File: src/rtl/gfx_vram_arbiter_if.sv
// Bundle of CPU write-queue handshake and shared VRAM bus signals for gfx_vram_arbiter.
// slave  : arbiter side (consumes i_*, drives o_*)
// master : surrounding logic side (drives i_*, consumes o_*)
interface gfx_vram_arbiter_if;
   logic        i_cpu_req;
   logic [15:0] i_cpu_addr;
   logic [7:0]  i_cpu_data;
   logic        o_cpu_full;
   logic        o_cpu_empty;
   logic        i_free_vbus_b;
   logic [15:0] i_vga_vaddr;
   logic [15:0] o_vaddr;
   logic [7:0]  o_vdata;
   logic        o_vdata_oe;
   logic        o_vram_we_b;
   logic        o_vram1_ce_b;
   logic        o_vram2_ce_b;
   logic        o_bus_owned;

   modport slave (
      input  i_cpu_req, i_cpu_addr, i_cpu_data, i_free_vbus_b, i_vga_vaddr,
      output o_cpu_full, o_cpu_empty, o_vaddr, o_vdata, o_vdata_oe,
             o_vram_we_b, o_vram1_ce_b, o_vram2_ce_b, o_bus_owned
   );

   modport master (
      output i_cpu_req, i_cpu_addr, i_cpu_data, i_free_vbus_b, i_vga_vaddr,
      input  o_cpu_full, o_cpu_empty, o_vaddr, o_vdata, o_vdata_oe,
             o_vram_we_b, o_vram1_ce_b, o_vram2_ce_b, o_bus_owned
   );
endinterface

File: src/rtl/gfx_vram_arbiter.sv
// VRAM bus arbiter: scanout owns the bus by default; queued CPU writes are
// played out (SETUP / WRITE x WrCycles / HOLD) only while i_free_vbus_b is low.
// Optional macro GFX_VRAM_ARB_DROP_CNT_EN adds an 8-bit saturating count of
// requests rejected because the queue was full (o_drop_cnt).
module gfx_vram_arbiter #(
   parameter int unsigned FifoDepth = 4,
   parameter int unsigned WrCycles  = 2
) (
   input  logic              i_clk,
   input  logic              i_rst,
`ifdef GFX_VRAM_ARB_DROP_CNT_EN
   output logic [7:0]        o_drop_cnt,
`endif
   gfx_vram_arbiter_if.slave vbus
);

   localparam int unsigned PTR_W = (FifoDepth > 1) ? $clog2(FifoDepth) : 1;
   localparam int unsigned CNT_W = PTR_W + 1;
   localparam int unsigned WC_W  = (WrCycles > 1) ? $clog2(WrCycles) : 1;
   localparam logic [CNT_W-1:0] DEPTH_C   = CNT_W'(FifoDepth);
   localparam logic [WC_W-1:0]  WC_LOAD_C = WC_W'(WrCycles - 1);

   typedef enum logic [1:0] {S_IDLE, S_SETUP, S_WRITE, S_HOLD} state_t;

   state_t           r_state;
   state_t           w_state_nxt;
   logic [15:0]      r_mem_addr [FifoDepth];
   logic [7:0]       r_mem_data [FifoDepth];
   logic [PTR_W-1:0] r_wptr;
   logic [PTR_W-1:0] r_rptr;
   logic [CNT_W-1:0] r_count;
   logic [CNT_W-1:0] w_count_nxt;
   logic             r_full;
   logic             r_empty;
   logic [WC_W-1:0]  r_wr_cnt;
   logic             w_push;
   logic             w_pop;
   logic             w_own;

   // Queue bookkeeping: full is the pre-edge value, so a push is refused even if a pop coincides
   always_comb begin
      w_push      = vbus.i_cpu_req & ~r_full;
      w_pop       = (r_state == S_HOLD) & ~vbus.i_free_vbus_b;
      w_count_nxt = r_count + CNT_W'(w_push) - CNT_W'(w_pop);
   end

   // Queue storage (no reset needed; contents are qualified by the count)
   always_ff @(posedge i_clk) begin
      if (w_push) begin
         r_mem_addr[r_wptr] <= vbus.i_cpu_addr;
         r_mem_data[r_wptr] <= vbus.i_cpu_data;
      end
   end

   // Queue pointers, occupancy and registered full/empty flags
   always_ff @(posedge i_clk) begin
      if (i_rst) begin
         r_wptr  <= '0;
         r_rptr  <= '0;
         r_count <= '0;
         r_full  <= 1'b0;
         r_empty <= 1'b1;
      end else begin
         if (w_push) r_wptr <= r_wptr + 1'b1;
         if (w_pop)  r_rptr <= r_rptr + 1'b1;
         r_count <= w_count_nxt;
         r_full  <= (w_count_nxt == DEPTH_C);
         r_empty <= (w_count_nxt == '0);
      end
   end

   // FSM state register
   always_ff @(posedge i_clk) begin
      if (i_rst) r_state <= S_IDLE;
      else       r_state <= w_state_nxt;
   end

   // WRITE-phase down-counter, loaded during SETUP
   always_ff @(posedge i_clk) begin
      if (i_rst)                                    r_wr_cnt <= '0;
      else if (r_state == S_SETUP)                  r_wr_cnt <= WC_LOAD_C;
      else if (r_state == S_WRITE && r_wr_cnt != '0) r_wr_cnt <= r_wr_cnt - 1'b1;
   end

   // FSM next-state: scanout reclaiming the bus aborts any phase without popping
   always_comb begin
      w_state_nxt = r_state;
      unique case (r_state)
         S_IDLE: begin
            if (r_count != '0 && !vbus.i_free_vbus_b) w_state_nxt = S_SETUP;
         end
         S_SETUP: begin
            w_state_nxt = vbus.i_free_vbus_b ? S_IDLE : S_WRITE;
         end
         S_WRITE: begin
            if (vbus.i_free_vbus_b)   w_state_nxt = S_IDLE;
            else if (r_wr_cnt == '0)  w_state_nxt = S_HOLD;
         end
         S_HOLD: begin
            if (!vbus.i_free_vbus_b && w_count_nxt != '0) w_state_nxt = S_SETUP;
            else                                          w_state_nxt = S_IDLE;
         end
         default: w_state_nxt = S_IDLE;
      endcase
   end

   // FSM outputs: bus mux, strobes and chip enables decoded from the driven address
   always_comb begin
      w_own              = (r_state != S_IDLE);
      vbus.o_bus_owned   = w_own;
      vbus.o_vdata_oe    = w_own;
      vbus.o_vram_we_b   = (r_state != S_WRITE);
      vbus.o_vaddr       = w_own ? r_mem_addr[r_rptr] : vbus.i_vga_vaddr;
      vbus.o_vdata       = w_own ? r_mem_data[r_rptr] : '0;
      vbus.o_vram1_ce_b  = vbus.o_vaddr[15];
      vbus.o_vram2_ce_b  = ~vbus.o_vaddr[15];
      vbus.o_cpu_full    = r_full;
      vbus.o_cpu_empty   = r_empty;
   end

`ifdef GFX_VRAM_ARB_DROP_CNT_EN
   logic [7:0] r_drop_cnt;

   // Saturating count of requests refused while the queue was full
   always_ff @(posedge i_clk) begin
      if (i_rst)                                           r_drop_cnt <= '0;
      else if (vbus.i_cpu_req && r_full && r_drop_cnt != '1) r_drop_cnt <= r_drop_cnt + 1'b1;
   end

   assign o_drop_cnt = r_drop_cnt;
`else
   // Requests arriving while full are discarded silently.
`endif

endmodule

File: src/flat_wrapper.sv
// flat-port wrapper written by rule: the top's interface ports become plain ports
module gfx_vram_arbiter_flat 
#(
   parameter int unsigned FifoDepth = 4,
   parameter int unsigned WrCycles  = 2
)
  (i_clk, i_rst, vbus_i_cpu_req, vbus_i_cpu_addr, vbus_i_cpu_data, vbus_i_free_vbus_b, vbus_i_vga_vaddr, vbus_o_cpu_full, vbus_o_cpu_empty, vbus_o_vaddr, vbus_o_vdata, vbus_o_vdata_oe, vbus_o_vram_we_b, vbus_o_vram1_ce_b, vbus_o_vram2_ce_b, vbus_o_bus_owned);
  gfx_vram_arbiter_if vbus_i ();
  input  logic i_clk;
  input  logic i_rst;
  input wire logic [$bits(vbus_i.i_cpu_req)-1:0] vbus_i_cpu_req;
  input wire logic [$bits(vbus_i.i_cpu_addr)-1:0] vbus_i_cpu_addr;
  input wire logic [$bits(vbus_i.i_cpu_data)-1:0] vbus_i_cpu_data;
  input wire logic [$bits(vbus_i.i_free_vbus_b)-1:0] vbus_i_free_vbus_b;
  input wire logic [$bits(vbus_i.i_vga_vaddr)-1:0] vbus_i_vga_vaddr;
  output wire logic [$bits(vbus_i.o_cpu_full)-1:0] vbus_o_cpu_full;
  output wire logic [$bits(vbus_i.o_cpu_empty)-1:0] vbus_o_cpu_empty;
  output wire logic [$bits(vbus_i.o_vaddr)-1:0] vbus_o_vaddr;
  output wire logic [$bits(vbus_i.o_vdata)-1:0] vbus_o_vdata;
  output wire logic [$bits(vbus_i.o_vdata_oe)-1:0] vbus_o_vdata_oe;
  output wire logic [$bits(vbus_i.o_vram_we_b)-1:0] vbus_o_vram_we_b;
  output wire logic [$bits(vbus_i.o_vram1_ce_b)-1:0] vbus_o_vram1_ce_b;
  output wire logic [$bits(vbus_i.o_vram2_ce_b)-1:0] vbus_o_vram2_ce_b;
  output wire logic [$bits(vbus_i.o_bus_owned)-1:0] vbus_o_bus_owned;
  assign vbus_i.i_cpu_req = vbus_i_cpu_req;
  assign vbus_i.i_cpu_addr = vbus_i_cpu_addr;
  assign vbus_i.i_cpu_data = vbus_i_cpu_data;
  assign vbus_i.i_free_vbus_b = vbus_i_free_vbus_b;
  assign vbus_i.i_vga_vaddr = vbus_i_vga_vaddr;
  assign vbus_o_cpu_full = vbus_i.o_cpu_full;
  assign vbus_o_cpu_empty = vbus_i.o_cpu_empty;
  assign vbus_o_vaddr = vbus_i.o_vaddr;
  assign vbus_o_vdata = vbus_i.o_vdata;
  assign vbus_o_vdata_oe = vbus_i.o_vdata_oe;
  assign vbus_o_vram_we_b = vbus_i.o_vram_we_b;
  assign vbus_o_vram1_ce_b = vbus_i.o_vram1_ce_b;
  assign vbus_o_vram2_ce_b = vbus_i.o_vram2_ce_b;
  assign vbus_o_bus_owned = vbus_i.o_bus_owned;
  gfx_vram_arbiter #(.FifoDepth(FifoDepth), .WrCycles(WrCycles)) u_core (.i_clk(i_clk), .i_rst(i_rst), .vbus(vbus_i));
endmodule
File: config.mk
export PLATFORM = sky130hd
export DESIGN_NAME = gfx_vram_arbiter_flat
export DESIGN_NICKNAME = d
export VERILOG_FILES = /design/src/rtl/gfx_vram_arbiter_if.sv /design/src/rtl/gfx_vram_arbiter.sv /design/src/flat_wrapper.sv
export SDC_FILE = /design/constraint.sdc
export NUM_CORES = 1
export LEC_CHECK = 0
export BUFFER_PORTS_ARGS = -buffer_cell sky130_fd_sc_hd__buf_2
export CORE_ASPECT_RATIO = 0.9
export CORE_MARGIN = 5
export CORE_UTILIZATION = 50
export DETAILED_ROUTE_END_ITERATION = 8
export GPL_ROUTABILITY_DRIVEN = 0
export GPL_TIMING_DRIVEN = 1
export HOLD_SLACK_MARGIN = 0.08
export PLACE_DENSITY = 0.83
export SYNTH_ARGS = -nofsm -noshare
export SYNTH_HDL_FRONTEND = slang
export SYNTH_SLANG_ARGS = --single-unit
export TNS_END_PERCENT = 30
File: constraint.sdc
create_clock -name i_clk -period 3.07 [get_ports i_clk]
set_clock_uncertainty 0.1 [all_clocks]
set_input_delay 0.307 -clock i_clk [delete_from_list [all_inputs] [get_ports i_clk]]
set_output_delay 0.307 -clock i_clk [all_outputs]
set_load 0.02 [all_outputs]
==> impl_results.md <==
- Maximum clock path buffer count: 2
- Mux cell area share after synthesis: 0.175
- Ports: 75
- Main area contributors after synthesis: edfxtp_1 65%, mux4_2 7.6%, dfxtp_1 6.3%, mux4_1 5.3%, mux2_2 3.8%
- Via/cell ratio: 5.13
- Max Clk Rate: 378 MHz
- Synth Register Bits: 110
- Chip Width: 109 um
- WP data required: 3.24 ns
- Vias: 2305
- Final hold vios: 0
- Avg Cell Area, Syn: 20.0 um2
- Clock sink total: 110
- Total design power: 3.15 mW
- Status: complete, no violations
- RSZ-0062 raised after global routing: false
- IO Port Bufs: 74
- FILL cells: 610
- Leak pwr: 1.96 nW
- First-pass GRT wire length: 12500 um
- Number of antenna violations at the first check in global routing: 0
- Most common cell in the netlist: edfxtp_1
- Clk_lat worst skew: 0.36 ns
- Core Area: 0.00861 mm2
- CTS tree: built
- Num CTS Buffers: 9
- Routed Antenna Nets: 0
- Post-synth top area share: 0.648
- EDFF count, synth: 96
- Yosys cell types: 34
- Post-synth ARST share: 0
- Synth Area in XOR/XNOR: 0.0129
- Root buf cell: clkbuf_8
- Syn_nets: 273
- Initial Util: 0.516
- Die area: 0.0109 mm2
- Post-CTS Setup Bufs: 0
- Max-slew violations: 0
- Final Cycle Share: 0.863
- Setup TNS Final: 0 ns
- Max-Cap Viols: 0
- Type of origin of the critical path: input port
- Most used DFF post-synth: edfxtp_1
- DRC: 0
- HPWL after DPL: 4700 um
- CTS H-Tree Depth: 3
- Diode count: 0
- Max stage delay on crit path: 0.53 ns
- Adder-cell share of the synthesized area: 0.0214
- Hold WC Path Type: in -> reg
- Slew HR: 0.685
- Main combinational cell family by area after synthesis: multiplexers
- Total Routing Usage GR: 0.153
- Delay-heaviest family, CP: buffers and inverters
- Fin crit period: 2.65 ns
- Crit end category: flip-flop
- Arrival time at the worst endpoint: 2.82 ns
- Fraction of layout cells with a size suffix above 1: 0.394
- Buf/Inv on CP: 5
- Tightest Pin Transition: 0.471 ns
- Hold bufs inserted after CTS: 25
- # nets final: 376
- CP max-delay cell: dlygate4sd3_1
- Commonest cells in the netlist: 96 x edfxtp_1, 15 x mux2_2, 15 x mux4_2
- Largest net degree at the start of global routing: 26
- Maximum VDD drop: 0.317 mV
- Pre-antenna DRT Iters: 4
- Total Routed Length: 7710 um
- Worst path cell trace: dlygate4sd3_1 -> buf_2 -> nand3b_1 -> inv_1 -> ha_1 -> inv_1 -> ha_1 -> inv_1 -> fa_1 -> xnor3_1 -> nand3b_1 -> a41o_1
- P&R area growth vs syn: 20.6%
- # setup viols final: 0
- Top cell by count, worst path: inv_1
- Remaining global-route overflow: 0
- Share of synthesized cell area in and, or, nand and nor gates: 0.0431
- Crit path kind: in -> reg
- Synth Area in Compound Gates: 0.00619
- Largest area contributor in the netlist: edfxtp_1
- Clock transition at path regs: 0.10 ns
- CTS-repair resized insts: 0
- Ys Warns: 0
- Mapped cell area: 0.00445 mm2
- Wire per inst: 17.2 um
- DR iter-0 viols: 60
- Power per cell area: 588 mW/mm2
- Number of global-route vias before repair: 2401
- Crit-path max FO: 4
- Cell Rows: 32
- Seq/Total Area, Yosys: 0.712
- Cells after synthesis: 222
- Die height: 99.5 um
-- registers in the layout, summed over array words and instances, names as in the netlist, 2 cells and up, named ones only --
register	cells
u_core.r_mem_data	32
u_core.r_mem_addr	64
u_core.r_state	2
u_core.r_count	3
u_core.r_wptr	2
u_core.r_rptr	2
-- area by class of cell --
cell class	count	area [um2]	share of cell area
Multi-Input combinational cell	90	1150	0.214
Timing Repair Buffer	106	673	0.126
Inverter	8	30.0	0.00560
Sequential cell	110	3160	0.590
Clock buffer	9	124	0.0231
Tap cell	119	149	0.0278
Clock inverter	7	72.6	0.0135
-- cells in the final DEF (no fill, tap or decap), drive strengths merged --
master       synthesis  routed
a21oi                2       2
a41o                 1       1
and2                 4       4
and3                 1       1
buf                 12      81
clkbuf               2       9
clkinv               0       3
dfxtp               14      14
dlygate4sd3          0      25
edfxtp              96      96
fa                   1       1
ha                   6       6
inv                  8      12
mux2                15      15
mux2i                2       2
mux4                24      24
nand2                1       1
nand2b               2       2
nand3b               2       2
nand4b               1       1
nor2                 9       9
nor2b               10      10
nor3                 1       1
nor4b                1       1
o21bai               1       1
or4                  1       1
xnor2                2       2
xnor3                1       1
xor2                 2       2
-- worst reg2reg max path: cells and delay by family (launching register included) --
family	cells	cell delay, ns
adder cells (fa/ha/maj)	3	0.69
flip-flops	1	0.51
XOR/XNOR	1	0.42
AND/OR/NAND/NOR	2	0.28
AO/OA/AOI/OAI	1	0.25
buffers and inverters	3	0.18
-- per-layer routing --
layer  share of wire  vias to the layer above  global-route usage
li1                -                     1075                   -
met1            0.41                     1148               0.199
met2            0.52                       67               0.253
met3           0.052                       15              0.0286
met4           0.018                        0              0.0623
met5               0                        -                   0
-- worst paths after layout --
kind | cells after the start | end | startpoint | slack (ns)
worst max-delay path | 12 | u_core.r_state[0] | vbus_i_free_vbus_b | 0.42
worst min register to register | 2 | u_core.r_wr_cnt | u_core.r_wr_cnt | 0.38
worst max register to register | 10 | u_core.r_state[0] | u_core.r_state[0] | 0.54
worst min-delay path | 2 | u_core.r_count[1] | i_rst | 0.16
-- metrics by stage --
step | cell area [um2] | worst slack (ns) | hold slack (ns) | util | cells
detailed placement | 4910 | 0.544 | 0.372 | 0.571 | 408
global route | 5360 | 0.317 | 0.159 | 0.623 | 449
floorplan | 4450 | 0.712 | 0.279 | - | 222
finish | 5360 | 0.421 | 0.155 | 0.623 | 449
global placement | 4910 | 0.602 | 0.369 | 0.571 | 408
CTS | 5360 | 0.424 | 0.132 | 0.623 | 449
-- power by group --
group          total [mW]  internal (mW)  switching [mW]
registers            1.80           1.76          0.0407
logic               0.516          0.231           0.284
clock network       0.834          0.319           0.515
-- cells by family after synthesis --
group,Yosys count
compound gates,4
xor+xnor,5
fa+ha+maj,7
buf+inv,22
flops,110
mux,41
simple gates,33
Power figures use the tool's default switching activity.
